$ cat src/rtl/vec_pack_pkg.sv
// Shared types and width helpers for the multi-bank vector
// packing FIFO.
package vec_pack_pkg;

    typedef enum logic [1:0] {
        FREE,
        FILL,
        READY,
        DRAIN
    } bank_state_e;

    typedef enum logic [1:0] {
        IDLE,
        REQ,
        STREAM
    } rd_state_e;

    function automatic int clog2_min1(input int x);
        return (x < 2) ? 1 : $clog2(x);
    endfunction

    function automatic int ncw_f(input int vlen);
        return $clog2(vlen + 1);
    endfunction

    function automatic int rw_f(input int depth);
        return $clog2(depth + 1);
    endfunction

    function automatic int nword_f(input int vlen, input int ew,
                                   input int ow);
        return (vlen * ew) / ow;
    endfunction

endpackage

$ cat src/rtl/vec_pack_bank.sv
// One row bank: DEPTH x VLEN*EW storage, row count and the
// FREE/FILL/READY/DRAIN lifecycle, with a combinational word read.
module vec_pack_bank
    import vec_pack_pkg::*;
#(
    parameter  int VLEN  = 16,
    parameter  int EW    = 8,
    parameter  int OW    = 32,
    parameter  int DEPTH = 16,
    localparam int RW    = rw_f(DEPTH),
    localparam int AW    = clog2_min1(DEPTH),
    localparam int NW    = nword_f(VLEN, EW, OW),
    localparam int WW    = clog2_min1(NW)
) (
    input  logic               clk,
    input  logic               rst_n,
    input  logic               wr_en_i,
    input  logic               wr_close_i,
    input  logic [VLEN*EW-1:0] wr_data_i,
    input  logic               drain_i,
    input  logic               free_i,
    input  logic [AW-1:0]      rd_row_i,
    input  logic [WW-1:0]      rd_word_i,
    output logic [OW-1:0]      rd_data_o,
    output bank_state_e        state_o,
    output logic [RW-1:0]      rows_o
);

    bank_state_e        st_q, st_d;
    logic [RW-1:0]      cnt_q, cnt_d;
    logic [VLEN*EW-1:0] mem_q [DEPTH];
    logic [VLEN*EW-1:0] row;
    logic [OW-1:0]      words [NW];

    always_comb begin
        st_d  = st_q;
        cnt_d = cnt_q;
        unique case (st_q)
            FREE, FILL: begin
                if (wr_en_i) begin
                    cnt_d = cnt_q + RW'(1);
                    st_d  = wr_close_i ? READY : FILL;
                end
            end
            READY: if (drain_i) st_d = DRAIN;
            DRAIN: begin
                if (free_i) begin
                    st_d  = FREE;
                    cnt_d = '0;
                end
            end
            default: st_d = FREE;
        endcase
    end

    always_ff @(posedge clk or negedge rst_n) begin
        if (!rst_n) begin
            st_q  <= FREE;
            cnt_q <= '0;
        end else begin
            st_q  <= st_d;
            cnt_q <= cnt_d;
        end
    end

    // Storage needs no reset: rows are only read below the row count.
    always_ff @(posedge clk) begin
        if (wr_en_i) mem_q[cnt_q[AW-1:0]] <= wr_data_i;
    end

    assign row = mem_q[rd_row_i];

    for (genvar g = 0; g < NW; g++) begin : g_word
        assign words[g] = row[g*OW +: OW];
    end

    assign rd_data_o = words[rd_word_i];
    assign state_o   = st_q;
    assign rows_o    = cnt_q;

endmodule

$ cat src/rtl/vec_pack_mbank_fifo.sv
// Multi-bank vector packing FIFO: batches fill row banks in turn
// and drain in closure order as masked OW-bit words.
module vec_pack_mbank_fifo
    import vec_pack_pkg::*;
#(
    parameter  int VLEN  = 16,
    parameter  int EW    = 8,
    parameter  int OW    = 32,
    parameter  int NBANK = 2,
    parameter  int DEPTH = 16,
    localparam int EPW   = OW / EW,
    localparam int NCW   = ncw_f(VLEN)
) (
    input  logic               clk,
    input  logic               rst_n,
    input  logic               in_valid,
    output logic               in_ready,
    input  logic               in_last,
    input  logic [VLEN*EW-1:0] in_vec,
    output logic               req_valid,
    input  logic               req_ack,
    input  logic [NCW-1:0]     req_ncol,
    output logic               out_valid,
    input  logic               out_ready,
    output logic [OW-1:0]      out_data,
    output logic [EPW-1:0]     out_mask,
    output logic               out_row_last,
    output logic               out_batch_last,
    output logic               fifo_full,
    output logic               ovf_err
);

    localparam int RW = rw_f(DEPTH);
    localparam int AW = clog2_min1(DEPTH);
    localparam int NW = nword_f(VLEN, EW, OW);
    localparam int WW = clog2_min1(NW);
    localparam int PW = clog2_min1(NBANK);
    localparam logic [NCW-1:0] VLEN_C = NCW'(VLEN);
    localparam logic [RW-1:0]  LROW_C = RW'(DEPTH - 1);

    rd_state_e      rs_q, rs_d;
    logic [PW-1:0]  wb_q, rb_q;
    logic [NCW-1:0] ncol_q;
    logic [WW-1:0]  w_q;
    logic [RW-1:0]  r_q;
    logic           ovf_q, full_q;

    bank_state_e      st    [NBANK];
    logic [RW-1:0]    rows  [NBANK];
    logic [OW-1:0]    rdata [NBANK];
    logic [NBANK-1:0] wr_en, drain, free, nfree;

    logic acc, close, ack, hs;
    logic row_last, batch_last;
    int   nw;

    assign in_ready = (st[wb_q] == FREE) || (st[wb_q] == FILL);
    assign acc      = in_valid & in_ready;
    assign close    = acc & (in_last | (rows[wb_q] == LROW_C));
    assign ack      = (rs_q == REQ) & req_ack;
    assign hs       = out_valid & out_ready;

    for (genvar g = 0; g < NBANK; g++) begin : g_bank
        assign wr_en[g] = acc & (wb_q == PW'(g));
        assign drain[g] = ack & (rb_q == PW'(g));
        assign free[g]  = hs & batch_last & (rb_q == PW'(g));
        // Bank state one cycle ahead, so fifo_full tracks the banks.
        assign nfree[g] = ((st[g] == FREE) & ~wr_en[g]) | free[g];

        vec_pack_bank #(
            .VLEN  (VLEN),
            .EW    (EW),
            .OW    (OW),
            .DEPTH (DEPTH)
        ) u_bank (
            .clk        (clk),
            .rst_n      (rst_n),
            .wr_en_i    (wr_en[g]),
            .wr_close_i (close),
            .wr_data_i  (in_vec),
            .drain_i    (drain[g]),
            .free_i     (free[g]),
            .rd_row_i   (r_q[AW-1:0]),
            .rd_word_i  (w_q),
            .rd_data_o  (rdata[g]),
            .state_o    (st[g]),
            .rows_o     (rows[g])
        );
    end

    always_ff @(posedge clk or negedge rst_n) begin
        if (!rst_n) begin
            rs_q   <= IDLE;
            wb_q   <= '0;
            rb_q   <= '0;
            ncol_q <= '0;
            w_q    <= '0;
            r_q    <= '0;
            ovf_q  <= 1'b0;
            full_q <= 1'b0;
        end else begin
            rs_q   <= rs_d;
            full_q <= ~|nfree;
            if (close) wb_q <= wb_q + PW'(1);
            if (hs && batch_last) rb_q <= rb_q + PW'(1);
            if (acc && !in_last && rows[wb_q] == LROW_C) ovf_q <= 1'b1;
            if (ack) begin
                ncol_q <= (req_ncol == '0 || req_ncol > VLEN_C)
                          ? VLEN_C : req_ncol;
                w_q    <= '0;
                r_q    <= '0;
            end else if (hs) begin
                if (row_last) begin
                    w_q <= '0;
                    r_q <= batch_last ? '0 : r_q + RW'(1);
                end else begin
                    w_q <= w_q + WW'(1);
                end
            end
        end
    end

    // A batch closing into rb this cycle counts as READY already.
    always_comb begin
        rs_d = rs_q;
        unique case (rs_q)
            IDLE: begin
                if (st[rb_q] == READY || (close && wb_q == rb_q))
                    rs_d = REQ;
            end
            REQ:     if (req_ack) rs_d = STREAM;
            STREAM:  if (hs && batch_last) rs_d = IDLE;
            default: rs_d = IDLE;
        endcase
    end

    always_comb begin
        nw             = (int'(ncol_q) + EPW - 1) / EPW;
        req_valid      = (rs_q == REQ);
        out_valid      = (rs_q == STREAM);
        row_last       = out_valid && (int'(w_q) == nw - 1);
        batch_last     = row_last && (r_q == rows[rb_q] - RW'(1));
        out_row_last   = row_last;
        out_batch_last = batch_last;
        out_data       = out_valid ? rdata[rb_q] : '0;
        out_mask       = '0;
        for (int i = 0; i < EPW; i++) begin
            out_mask[i] = out_valid &&
                          (int'(w_q) * EPW + i < int'(ncol_q));
        end
    end

    assign fifo_full = full_q;
    assign ovf_err   = ovf_q;

endmodule

$ cat config.mk
export PLATFORM = sky130hd
export DESIGN_NAME = vec_pack_mbank_fifo
export DESIGN_NICKNAME = d
export VERILOG_FILES = /design/src/rtl/vec_pack_pkg.sv /design/src/rtl/vec_pack_bank.sv /design/src/rtl/vec_pack_mbank_fifo.sv
export SDC_FILE = /design/constraint.sdc
export NUM_CORES = 2
export LEC_CHECK = 0
export BUFFER_PORTS_ARGS = -buffer_cell sky130_fd_sc_hd__buf_4
export CAP_MARGIN = 20
export CELL_PAD_IN_SITES_DETAIL_PLACEMENT = 1
export CELL_PAD_IN_SITES_GLOBAL_PLACEMENT = 1
export CORE_ASPECT_RATIO = 0.5
export CORE_MARGIN = 2
export CORE_UTILIZATION = 33
export DETAILED_ROUTE_END_ITERATION = 8
export PLACE_DENSITY = 0.55
export SETUP_SLACK_MARGIN = 0.5
export SYNTH_ARGS = -nofsm -noshare
export SYNTH_HDL_FRONTEND = slang
export SYNTH_SLANG_ARGS = --single-unit
export TNS_END_PERCENT = 100
$ cat constraint.sdc
create_clock -name clk -period 12.1 [get_ports clk]
set_clock_uncertainty 0.1 [all_clocks]
set_input_delay 2.42 -clock clk [delete_from_list [all_inputs] [get_ports clk]]
set_output_delay 2.42 -clock clk [all_outputs]
set_load 0.02 [all_outputs]
==> results.yml <==
power:
  switching_share_pct: 24.6
  power_mw: 31.9
  clkPwrFrac_pct: 37.5
  p_switching_mw: 7.85
  combPwrFrac_pct: 11.5
  peakVddDrop_v: 0.000132
  p_seq_share_pct: 51.0
  leakage_nw: 52.9
  internal_power_mw: 24.0
  power_density_nw_per_um2: 178
timing:
  setup_slack_ps: 3220
  tightest_slew_ps: 1180
  rsz0062_at_grt: "no"
  timing.fmax_mhz: 113
  relSlewSlack_pct: 21.2
  setup_tns_ps: 0
  finalSetupViolations: 0
  hold_ws_ps: 382
  finalHoldViolCount: 0
  slew_violations: 0
  fin_crit_ps: 8880
  min_period_over_period_pct: 73.4
clocking:
  ctsHoldBuffers: 0
  clk_pin_slew_ps: 70
  cts_root_buf: "clkbuf_16"
  cts_sinks: 4128
  h-tree-depth: 5
  cts-resized-gates: 0
  cts_tree: "yes"
  cts_buffers: 398
  postCtsSetupRepairBufs: 0
  cts.path.max_buffers: 4
  insertion_delay_ps: 960
synth:
  synth.net_count: 7459
  syn_area_um2: 158000
  synth_seq_area_share_pct: 78.5
  synthArstFlopShare_pct: 0.775
  synth_edf_count: 4096
  synth.avg_cell_area_um2: 21.6
  synth-seq-cells: 4128
  synthCells: 7304
  synth_ff_type: "edfxtp_1"
  synthDistinctLibCells: 54
  yosys_warnings: 0
setup_path:
  reg2regPathDepth: 6
  rrSetupSlack_ps: 7510
  max_stage_delay_ps: 900
  critPathLaunchType: "flip-flop"
  crit_slowest_cell: "dfrtp_4"
  cp_max_fo: 36
  crit_chain: "buf_4 > and2_4 > buf_4 > buf_4 > a22oi_1 > nand3_1 > a41oi_1 > buf_4 > or4_1 > buf_4"
  critPathKind: "flip-flop to output port"
  crit_arrival_ps: 6360
  cp.required_ps: 9580
  path_common_cell: "buf_4"
  worst_setup_path_end_kind: "output port"
die:
  die_area_um2: 484000
  ioPinCount: 182
  rows: 179
  start_util_pct: 33.1
  core_area_um2: 476000
  die_w_um: 981
  die_h_um: 493
cells_and_area:
  syn2layout_area_growth_pct: 13.7
  fillers: 45500
  seq_area_um2: 124000
  nets: 7822
  multiInputGateArea_um2: 32100
  drive_gt1_share_pct: 20.7
  fin_cells: 14300
placed_design:
  dp_worst_setup_slack_ps: 4180
  dp_cells: 13600
  finalWeightedCongestion: 0.744
  hpwl_um: 269000
  io_buffer_count: 181
run_status:
  status: "complete, but fails checks"
  violations: "DRC"
global_route:
  antenna_found_initial: 95
  gr-total-overflow: 0
  grt_max_degree: 108
  grt_pass1_vias: 81800
  grt_use_total_pct: 20.2
  grt_pass1_wl_um: 689000
route:
  vias: 79700
  avgViaCountPerCell: 5.56
  ant_nets: 0
  drt_iter0_markers: 9138
  wl_um: 501000
  wire_per_inst_um: 35.0
  drc: 4
  dr.pass1.iters: 7
hold_path:
  hold_class: "flip-flop to flip-flop"
  hold_depth: 1
run:
  drv_cap: 0
[synth_stat cells, types with 2 or more instances]
cell	n	area, µm²
o2111ai_1	20	175
nor2_1	54	203
a221oi_1	66	578
nand3_1	167	836
o22ai_1	23	144
a32o_1	2	20.0
nand4_1	17	106
buf_1	26	97.6
and2_1	25	156
o21ai_0	13	65.1
ha_1	16	200
xor2_1	7	61.3
and3_1	46	288
a21oi_1	40	200
a22oi_1	510	3830
a31oi_1	37	231
buf_2	136	681
dfrtp_1	32	801
o31ai_1	4	30.0
nor3_1	22	110
inv_1	15	56.3
clkbuf_1	215	807
edfxtp_1	4096	123000
or4_1	23	173
a311o_1	2	20.0
nand3b_1	8	60.1
nand2b_1	4	25.0
nand2_1	35	131
buf_6	9	101
a41oi_1	32	280
buf_4	44	330
nor4_1	4	25.0
xnor2_1	13	114
mux4_2	672	15100
nor2b_1	9	56.3
o211ai_1	2	15.0
a22o_1	65	569
or2_2	2	12.5
mux2i_1	775	7760
nor3b_1	2	15.0
[cell type report]
| cell class | instances | share of cell area [%] |
|---|---|---|
| timing repair buffer | 393 | 1.86 |
| inverter | 16 | 0.0335 |
| antenna | 18 | 0.0251 |
| multi-input combinational | 2730 | 17.9 |
| tap | 6335 | 4.42 |
| clock inverter | 195 | 0.820 |
| clock buffer | 507 | 5.89 |
| sequential | 4128 | 69.1 |
[per-stage QoR]
step,utilization (%),instance area (µm²)
CTS,37.7,179000
finish,37.7,179000
detailed placement,35.2,167000
floorplan,-,158000
global placement,35.1,167000
global route,37.7,179000
[layout by cell type (no fill, tap or decap), types with 73 or more instances in the layout]
master and n:
a22oi_1 510, buf_4 363, clkbuf_1 99, clkbuf_16 406, clkinv_1 82, clkinv_2 73, edfxtp_1 4096, mux2i_1 775
mux4_2 672, nand3_1 165
[worst paths after layout]
kind / start / end
max reg2reg: wb_q / g_bank[1].u_bank.mem_q[1][104]
min reg2reg: ovf_err / ovf_err
min in group asynchronous: rst_n / fifo_full
max: r_q[1] / out_data[9]
max in group asynchronous: rst_n / r_q[2]
min: ovf_err / ovf_err
[registers in the layout, indices dropped and copies added, names as in the netlist]
| name | flops |
|---|---|
| g_bank.u_bank.mem_q | 4096 |
| rb_q | 1 |
| ncol_q | 5 |
| wb_q | 1 |
| g_bank.u_bank.state_o | 4 |
| w_q | 2 |
| fifo_full | 1 |
| rs_q | 2 |
| ovf_err | 1 |
| r_q | 5 |
| g_bank.u_bank.rows_o | 10 |
[power by group through the flow]
stage | Clock (mW) | Sequential (mW) | Combinational (mW)
2_1_floorplan | 0 | 16.5 | 2.35
3_3_place_gp | 0 | 16.5 | 3.71
3_5_place_dp | 0 | 16.6 | 3.72
4_1_cts | 12.2 | 16.3 | 3.73
5_1_grt | 12.7 | 16.3 | 3.89
6_report | 12.0 | 16.3 | 3.66
[cells by family (layout without fill, tap and decap cells)]
family | count (synthesis) | count (layout) | synth area share [%]
xor+xnor | 21 | 21 | 0.125
mux | 1448 | 1448 | 14.5
buf+inv | 446 | 1111 | 1.32
other cells | 0 | 18 | 0
simple gates | 420 | 420 | 1.41
compound gates | 825 | 825 | 3.96
fa+ha+maj | 16 | 16 | 0.127
flops | 4128 | 4128 | 78.5
[worst max-delay path, delay by kind of cell, from the launching register on]
family	cells	cell delay (ps)
AO/OA/AOI/OAI	2	570
buffers and inverters	5	2230
flip-flops	1	900
AND/OR/NAND/NOR	3	1420
[layer usage]
| layer | track usage [%] | up-vias | part of all wire, % |
|---|---|---|---|
| met2 | 33.2 | 2757 | 48 |
| met1 | 28.6 | 44500 | 43 |
| met5 | 0 | - | 0.011 |
| met3 | 2.74 | 670 | 5.8 |
| li1 | - | 31800 | - |
| met4 | 5.18 | 10 | 2.8 |
Note: power is estimated with default switching activity, not from simulation.
